===== config.mk =====
export PLATFORM = sky130hd
export DESIGN_NAME = imuldiv_int_div_iterative_flat
export DESIGN_NICKNAME = d
export VERILOG_FILES = /design/src/rtl/imuldiv_int_div_iterative_pkg.sv /design/src/rtl/imuldiv_int_div_iterative_if.sv /design/src/rtl/imuldiv_int_div_iterative_dpath.sv /design/src/rtl/imuldiv_int_div_iterative.sv /design/src/flat_wrapper.sv
export SDC_FILE = /design/constraint.sdc
export NUM_CORES = 1
export LEC_CHECK = 0
export CORE_MARGIN = 5
export CORE_UTILIZATION = 35
export CTS_CLUSTER_DIAMETER = 30
export DETAILED_ROUTE_END_ITERATION = 7
export GPL_TIMING_DRIVEN = 0
export HOLD_SLACK_MARGIN = 0.12
export SLEW_MARGIN = 20
export SYNTH_ARGS = -nofsm -noshare
export SYNTH_HDL_FRONTEND = slang
export SYNTH_SLANG_ARGS = --single-unit
export TNS_END_PERCENT = 5

===== constraint.sdc =====
create_clock -name clk -period 3.2 [get_ports clk]
set_clock_uncertainty 0.1 [all_clocks]
set_input_delay 0.32 -clock clk [delete_from_list [all_inputs] [get_ports clk]]
set_output_delay 0.32 -clock clk [all_outputs]
set_load 0.05 [all_outputs]

===== src/rtl/imuldiv_int_div_iterative_pkg.sv =====
// Shared definitions for the iterative 32-bit integer divider:
// function encodings, FSM states, iteration count and a small helper.
package imuldiv_int_div_iterative_pkg;

    localparam logic DIVFN_SIGNED   = 1'b0;
    localparam logic DIVFN_UNSIGNED = 1'b1;

    localparam int unsigned DIV_W     = 32;
    localparam int unsigned DIV_ITERS = 32;
    localparam int unsigned CNT_W     = 6;

    typedef enum logic [1:0] {
        ST_IDLE = 2'd0,
        ST_CALC = 2'd1,
        ST_DONE = 2'd2
    } div_state_e;

    function automatic logic [DIV_W-1:0] abs_if(
        input logic [DIV_W-1:0] v,
        input logic             en
    );
        return (en && v[DIV_W-1]) ? (~v + 1'b1) : v;
    endfunction

    function automatic logic [DIV_W-1:0] neg_if(
        input logic [DIV_W-1:0] v,
        input logic             en
    );
        return en ? (~v + 1'b1) : v;
    endfunction

endpackage


===== src/rtl/imuldiv_int_div_iterative_if.sv =====
// Request/response handshake bundle for the iterative divider.
interface imuldiv_int_div_iterative_if;

    logic        divreq_msg_fn;
    logic [31:0] divreq_msg_a;
    logic [31:0] divreq_msg_b;
    logic        divreq_val;
    logic        divreq_rdy;

    logic [63:0] divresp_msg_result;
    logic        divresp_val;
    logic        divresp_rdy;

    modport master (
        output divreq_msg_fn,
        output divreq_msg_a,
        output divreq_msg_b,
        output divreq_val,
        input  divreq_rdy,
        input  divresp_msg_result,
        input  divresp_val,
        output divresp_rdy
    );

    modport slave (
        input  divreq_msg_fn,
        input  divreq_msg_a,
        input  divreq_msg_b,
        input  divreq_val,
        output divreq_rdy,
        output divresp_msg_result,
        output divresp_val,
        input  divresp_rdy
    );

endinterface


===== src/rtl/imuldiv_int_div_iterative_dpath.sv =====
// Divider datapath: operand latches, 65-bit restoring shift/subtract
// register and the combinational sign / divide-by-zero fixup.
module imuldiv_int_div_iterative_dpath
    import imuldiv_int_div_iterative_pkg::*;
(
    input  logic        clk,
    input  logic        reset,
    input  logic        load,
    input  logic        step,
    input  logic        done,
    input  logic        fn,
    input  logic [31:0] a,
    input  logic [31:0] b,
    output logic [63:0] result
);

    logic        fn_q;
    logic        quot_neg_q;
    logic        rem_neg_q;
    logic        zero_q;
    logic [31:0] a_q;
    logic [31:0] b_q;
    logic [64:0] rq_q;

    logic        is_signed;
    logic [31:0] a_abs;
    logic [31:0] b_abs;
    logic [64:0] shifted;
    logic [32:0] diff;
    logic [64:0] rq_step;

    logic        fix_signed;
    logic [31:0] quot_fix;
    logic [31:0] rem_fix;
    logic [31:0] quot_out;
    logic [31:0] rem_out;

    assign is_signed = (fn == DIVFN_SIGNED);
    assign a_abs     = abs_if(a, is_signed);
    assign b_abs     = abs_if(b, is_signed);

    // Remainder never exceeds the divisor, so the top bit is always
    // clear before the shift and the 33-bit trial difference is exact.
    assign shifted = rq_q << 1;
    assign diff    = shifted[64:32] - {1'b0, b_q};

    always_comb begin
        rq_step = shifted;
        if (!diff[32]) begin
            rq_step = {diff, shifted[31:1], 1'b1};
        end
    end

    always_ff @(posedge clk or negedge reset) begin
        if (!reset) begin
            fn_q       <= 1'b0;
            quot_neg_q <= 1'b0;
            rem_neg_q  <= 1'b0;
            zero_q     <= 1'b0;
            a_q        <= '0;
            b_q        <= '0;
            rq_q       <= '0;
        end else if (load) begin
            fn_q       <= fn;
            quot_neg_q <= is_signed & (a[31] ^ b[31]);
            rem_neg_q  <= is_signed & a[31];
            zero_q     <= (b == '0);
            a_q        <= a;
            b_q        <= b_abs;
            rq_q       <= {33'd0, a_abs};
        end else if (step) begin
            rq_q       <= rq_step;
        end
    end

    assign fix_signed = (fn_q == DIVFN_SIGNED);
    assign quot_fix   = neg_if(rq_q[31:0], fix_signed & quot_neg_q);
    assign rem_fix    = neg_if(rq_q[63:32], fix_signed & rem_neg_q);

    // Divide by zero reports all-ones and the untouched dividend.
    assign quot_out = zero_q ? 32'hFFFF_FFFF : quot_fix;
    assign rem_out  = zero_q ? a_q : rem_fix;

    assign result = done ? {rem_out, quot_out} : 64'd0;

endmodule


===== src/rtl/imuldiv_int_div_iterative.sv =====
// Iterative 32-cycle restoring divider (signed/unsigned div+rem).
// Build option IMULDIV_DIV_ZERO_BYPASS_EN: divide-by-zero skips CALC.
module imuldiv_int_div_iterative
    import imuldiv_int_div_iterative_pkg::*;
(
    input  logic                         clk,
    input  logic                         reset,
    imuldiv_int_div_iterative_if.slave   div
);

    div_state_e         state_q;
    div_state_e         state_d;
    logic [CNT_W-1:0]   cnt_q;
    logic [CNT_W-1:0]   cnt_d;

    logic               load;
    logic               step;
    logic               done;

    always_ff @(posedge clk or negedge reset) begin
        if (!reset) begin
            state_q <= ST_IDLE;
            cnt_q   <= '0;
        end else begin
            state_q <= state_d;
            cnt_q   <= cnt_d;
        end
    end

    always_comb begin
        state_d         = state_q;
        cnt_d           = cnt_q;
        load            = 1'b0;
        step            = 1'b0;
        done            = 1'b0;
        div.divreq_rdy  = 1'b0;
        div.divresp_val = 1'b0;
        unique case (state_q)
            ST_IDLE: begin
                div.divreq_rdy = 1'b1;
                if (div.divreq_val) begin
                    load    = 1'b1;
                    state_d = ST_CALC;
                    cnt_d   = CNT_W'(DIV_ITERS);
`ifdef IMULDIV_DIV_ZERO_BYPASS_EN
                    if (div.divreq_msg_b == '0) begin
                        state_d = ST_DONE;
                        cnt_d   = '0;
                    end
`endif
                end
            end
            ST_CALC: begin
                step  = 1'b1;
                cnt_d = cnt_q - 1'b1;
                if (cnt_q == CNT_W'(1)) begin
                    state_d = ST_DONE;
                end
            end
            ST_DONE: begin
                done            = 1'b1;
                div.divresp_val = 1'b1;
                if (div.divresp_rdy) begin
                    state_d = ST_IDLE;
                end
            end
            default: begin
                state_d = ST_IDLE;
                cnt_d   = '0;
            end
        endcase
    end

    imuldiv_int_div_iterative_dpath u_dpath (
        .clk    (clk),
        .reset  (reset),
        .load   (load),
        .step   (step),
        .done   (done),
        .fn     (div.divreq_msg_fn),
        .a      (div.divreq_msg_a),
        .b      (div.divreq_msg_b),
        .result (div.divresp_msg_result)
    );

endmodule


===== src/flat_wrapper.sv =====
// flat-port wrapper written by rule: the top's interface ports become plain ports
module imuldiv_int_div_iterative_flat import imuldiv_int_div_iterative_pkg::*;
  (clk, reset, div_divreq_msg_fn, div_divreq_msg_a, div_divreq_msg_b, div_divreq_val, div_divreq_rdy, div_divresp_msg_result, div_divresp_val, div_divresp_rdy);
  imuldiv_int_div_iterative_if div_i ();
  input  logic clk;
  input  logic reset;
  input wire logic [$bits(div_i.divreq_msg_fn)-1:0] div_divreq_msg_fn;
  input wire logic [$bits(div_i.divreq_msg_a)-1:0] div_divreq_msg_a;
  input wire logic [$bits(div_i.divreq_msg_b)-1:0] div_divreq_msg_b;
  input wire logic [$bits(div_i.divreq_val)-1:0] div_divreq_val;
  output wire logic [$bits(div_i.divreq_rdy)-1:0] div_divreq_rdy;
  output wire logic [$bits(div_i.divresp_msg_result)-1:0] div_divresp_msg_result;
  output wire logic [$bits(div_i.divresp_val)-1:0] div_divresp_val;
  input wire logic [$bits(div_i.divresp_rdy)-1:0] div_divresp_rdy;
  assign div_i.divreq_msg_fn = div_divreq_msg_fn;
  assign div_i.divreq_msg_a = div_divreq_msg_a;
  assign div_i.divreq_msg_b = div_divreq_msg_b;
  assign div_i.divreq_val = div_divreq_val;
  assign div_divreq_rdy = div_i.divreq_rdy;
  assign div_divresp_msg_result = div_i.divresp_msg_result;
  assign div_divresp_val = div_i.divresp_val;
  assign div_i.divresp_rdy = div_divresp_rdy;
  imuldiv_int_div_iterative u_core (.clk(clk), .reset(reset), .div(div_i));
endmodule

==> metrics.txt <==
outcome=finished with violations; failing checks=negative setup slack; CTS max path bufs=2; HP Class=in -> async; largest family of logic cells by synthesized area=simple AND/OR/NAND/NOR gates; Post-Syn Nets=1,547; largest area contributor in the netlist=dfrtp_1; RSZ-0062 raised after global routing=yes; Synth Area in Compound Gates=0.2126; Area Growth Syn to Fin=25.85%; post-synthesis xor/xnor area fraction=0.1092; Flop pwr share=0.246; vias per std cell=between 5 and 6; layout cells sized above 1=0.1110; later-pin clock latency in the skew report=420 ps; Post-Synth Adder-Cell Area=0.04542; most frequent CP cell=or4_4; Mean Syn Cell Area=~7.6 sq um; gr ovfl total=0; first-pass GRT wire length=56,460 microns; most common cell after layout, fill and taps aside=nand2_1; Final min period=3698 ps; Yosys top cell area share=0.3211; worst-path cell chain=or4_4, or4_4, nor3b_4, nand4b_4, o31ai_4, xor2_1, nor2_1, a21oi_2, nor2_2, buf_6; P_leak=5.941 nW; Peak VDD IR=471.2 uV; most frequent cells in the layout=nand2_1, dfrtp_1, a21oi_1; via count=10.71k; slowest stage cell on the critical path=or4_4; Clk network pwr share=0.140; Core Rows=between 60 and 70; Synth Instances=1,439; multiplexer share of the synthesized area=0.03246; DRC=0; worst hold slack=approximately 290 ps; NetSw=0.007335 W; max-slew violation count=0; synth top area cells=dfrtp_1, nand2_1, a21oi_1; worst slack, placed=-1021 ps; max cap viols=0; sw frac=0.4832; Slew @ Worst Pin=836.6 ps; sequential area share after synthesis=0.3211; Global Route Usage Sum=0.1980; fin worst setup slack=-497.7 ps; Startpoint Class=flop; Post-Layout Cell Count=between 2k and 2.5k; Comb pwr share=0.613; Setup Crit Path Kind=reg -> out; worst rel slew slack=0.4423; Worst Path Required=2780 ps; core box area=a little over 0.03 sq mm; Worst Path Arrival=3280 ps; Initial Util=0.3557; number of CTS-inserted buffers=17; gpl congestion=0.9195; Detail Placement HPWL=27,810 microns; FF+latch count, synth=140; Post-synth top flop=dfrtp_1; P_int=0.007844 W; drt wl/cell=17.80 microns; vias in the first global route=~10k; fin crit share=1.156; crit end category=output pin; Die Span Y=186.5 microns; # port buffers=between 100 and 150; Critical Path Max Stage Delay=540 ps; H-tree depth=4; maximum clock rate=270.4 MHz; Worst-path clk slew=70 ps; DR pass1 iterations=6; clock root cell=clkbuf_16; pin count of the biggest net entering global routing=92; synthesized area=0.01091 sq mm; placed insts=1,970; CP max FO=4; Fillers=3,088; YS warnings=0; remaining antenna violation count=0; io pins=between 100 and 150; final wirelength=35,910 microns; initial antenna violation count=0; Post-synth ARST share=1.000; Total Power=~0.015 W; CTS tree=done; final setup vio count=26; post-synthesis cell type count=70; DIE WIDTH=between 150 and 200 microns; Die ar.=0.03480 sq mm; clock sinks=140; Post-synth EDFFs=0; Post-Synth Simple-Gate Area=0.2267; cell area power density=1106 mW/mm^2; Nets=1,716; DRT iter0 DRCs=between 700 and 800; Fin. Hold Viols=0
==> final timing paths <==
| check | cells past startpoint | slack, ps | start | to |
|---|---|---|---|---|
| min in group clk | 2 | 380 | u_core.u_dpath.b_q[7] | u_core.u_dpath.b_q[7] |
| max in group asynchronous | 3 | 1910 | reset | u_core.u_dpath.rq_q[43] |
| max | 10 | -500 | u_core.u_dpath.rq_q[45] | div_divresp_msg_result[63] |
| max reg2reg | 13 | -20 | u_core.u_dpath.b_q[0] | u_core.u_dpath.rq_q[44] |
| min reg2reg | 2 | 380 | u_core.u_dpath.b_q[7] | u_core.u_dpath.b_q[7] |
| min | 2 | 290 | reset | u_core.u_dpath.a_q[7] |
==> state kept, by name (all words and copies together), names as in the netlist <==
register / flops
u_core.cnt_q: 6
u_core.u_dpath.fn_q: 1
u_core.u_dpath.quot_neg_q: 1
u_core.u_dpath.b_q: 32
u_core.u_dpath.rq_q: 64
u_core.state_q: 2
u_core.u_dpath.zero_q: 1
u_core.u_dpath.a_q: 32
u_core.u_dpath.rem_neg_q: 1
==> repair_timing <==
| item | CTS | global route |
|---|---|---|
| buffers inserted | 10 | 4 |
| hold endpoints to repair | 49 | 0 |
| setup endpoints to repair | 97 | 110 |
| gates resized for setup | 249 | 88 |
| pin swaps | 15 | 7 |
| hold buffers | 1 | 0 |
==> kinds of logic after synthesis <==
family,after synthesis
AND/OR/NAND/NOR,551
buffers and inverters,144
adder cells (fa/ha/maj),39
AO/OA/AOI/OAI,394
flip-flops,140
XOR/XNOR,136
multiplexers,35
==> routing by layer <==
metal	GRT usage	vias to the layer above	routed length, microns
li1	-	5366	-
met1	0.2590	4962	16170
met2	0.3357	321	16970
met3	0.03270	57	1765
met4	0.06250	0	1008
met5	0	-	0
==> synthesized netlist by cell type (2+ instances only) <==
cell type / n
a211oi_1: 7
nor3b_1: 2
nor2b_1: 12
o41ai_1: 14
nand3_1: 48
xor2_1: 70
nor4_2: 2
buf_6: 2
and2_1: 4
inv_1: 58
o21a_1: 6
buf_4: 4
buf_1: 4
o221ai_1: 2
o21ai_1: 2
o31ai_2: 3
a221oi_1: 2
o22a_1: 3
clkbuf_1: 74
a31oi_1: 27
a21o_1: 11
or4_1: 10
xnor2_1: 66
or3_1: 8
o21ai_0: 126
or2_2: 3
ha_1: 38
mux2i_1: 32
nor4_1: 9
nand2_1: 255
o211ai_1: 5
a21oi_1: 140
nor3_1: 26
o31ai_1: 21
nand3b_1: 2
nand2b_1: 19
and3_1: 3
or4_4: 2
mux2_2: 3
nand4_1: 9
o22ai_1: 8
dfrtp_1: 140
nor2_1: 130
==> worst max-delay path, delay by kind of cell, from the launching register on <==
family	cells	cell delay, ps
and+or+nand+nor	6	1630
AOI/OAI and AO/OA	2	420
DFF	1	400
xor gates and xnor gates	1	240
buffers and inverters	1	160
==> power groups by stage <==
stage,clock [W],combinational (W),sequential (W)
6_report,0.00213,0.00931,0.00374
5_1_grt,0.00222,0.0103,0.00387
4_1_cts,0.00215,0.00919,0.00370
3_5_place_dp,0,0.00870,0.00372
3_3_place_gp,0,0.00863,0.00369
2_1_floorplan,0,0.00673,0.00336
==> layout make-up <==
cell class              instances  area, sq um  area share
clock buffers                  18        429.2     0.03126
diodes                          1        2.502   0.0001823
multi-input cells            1155         7059      0.5142
well taps                     396        495.5     0.03609
inverters                      59        222.7     0.01622
plain buffers                  85        390.4     0.02843
flip-flops and latches        140         3508      0.2555
clock inverters                14        196.4     0.01431
repair buffers                150         1425      0.1038
==> metrics by stage <==
stage | setup TNS, ps | area (sq um) | util
floorplan | -1119 | 10910 | -
global placement | -605610 | 12750 | 0.4158
detailed placement | -31860 | 12780 | 0.4168
CTS | -6697 | 13650 | 0.4450
global route | -15460 | 13730 | 0.4476
finish | -5938 | 13730 | 0.4477
Power figures use the tool's default switching activity.
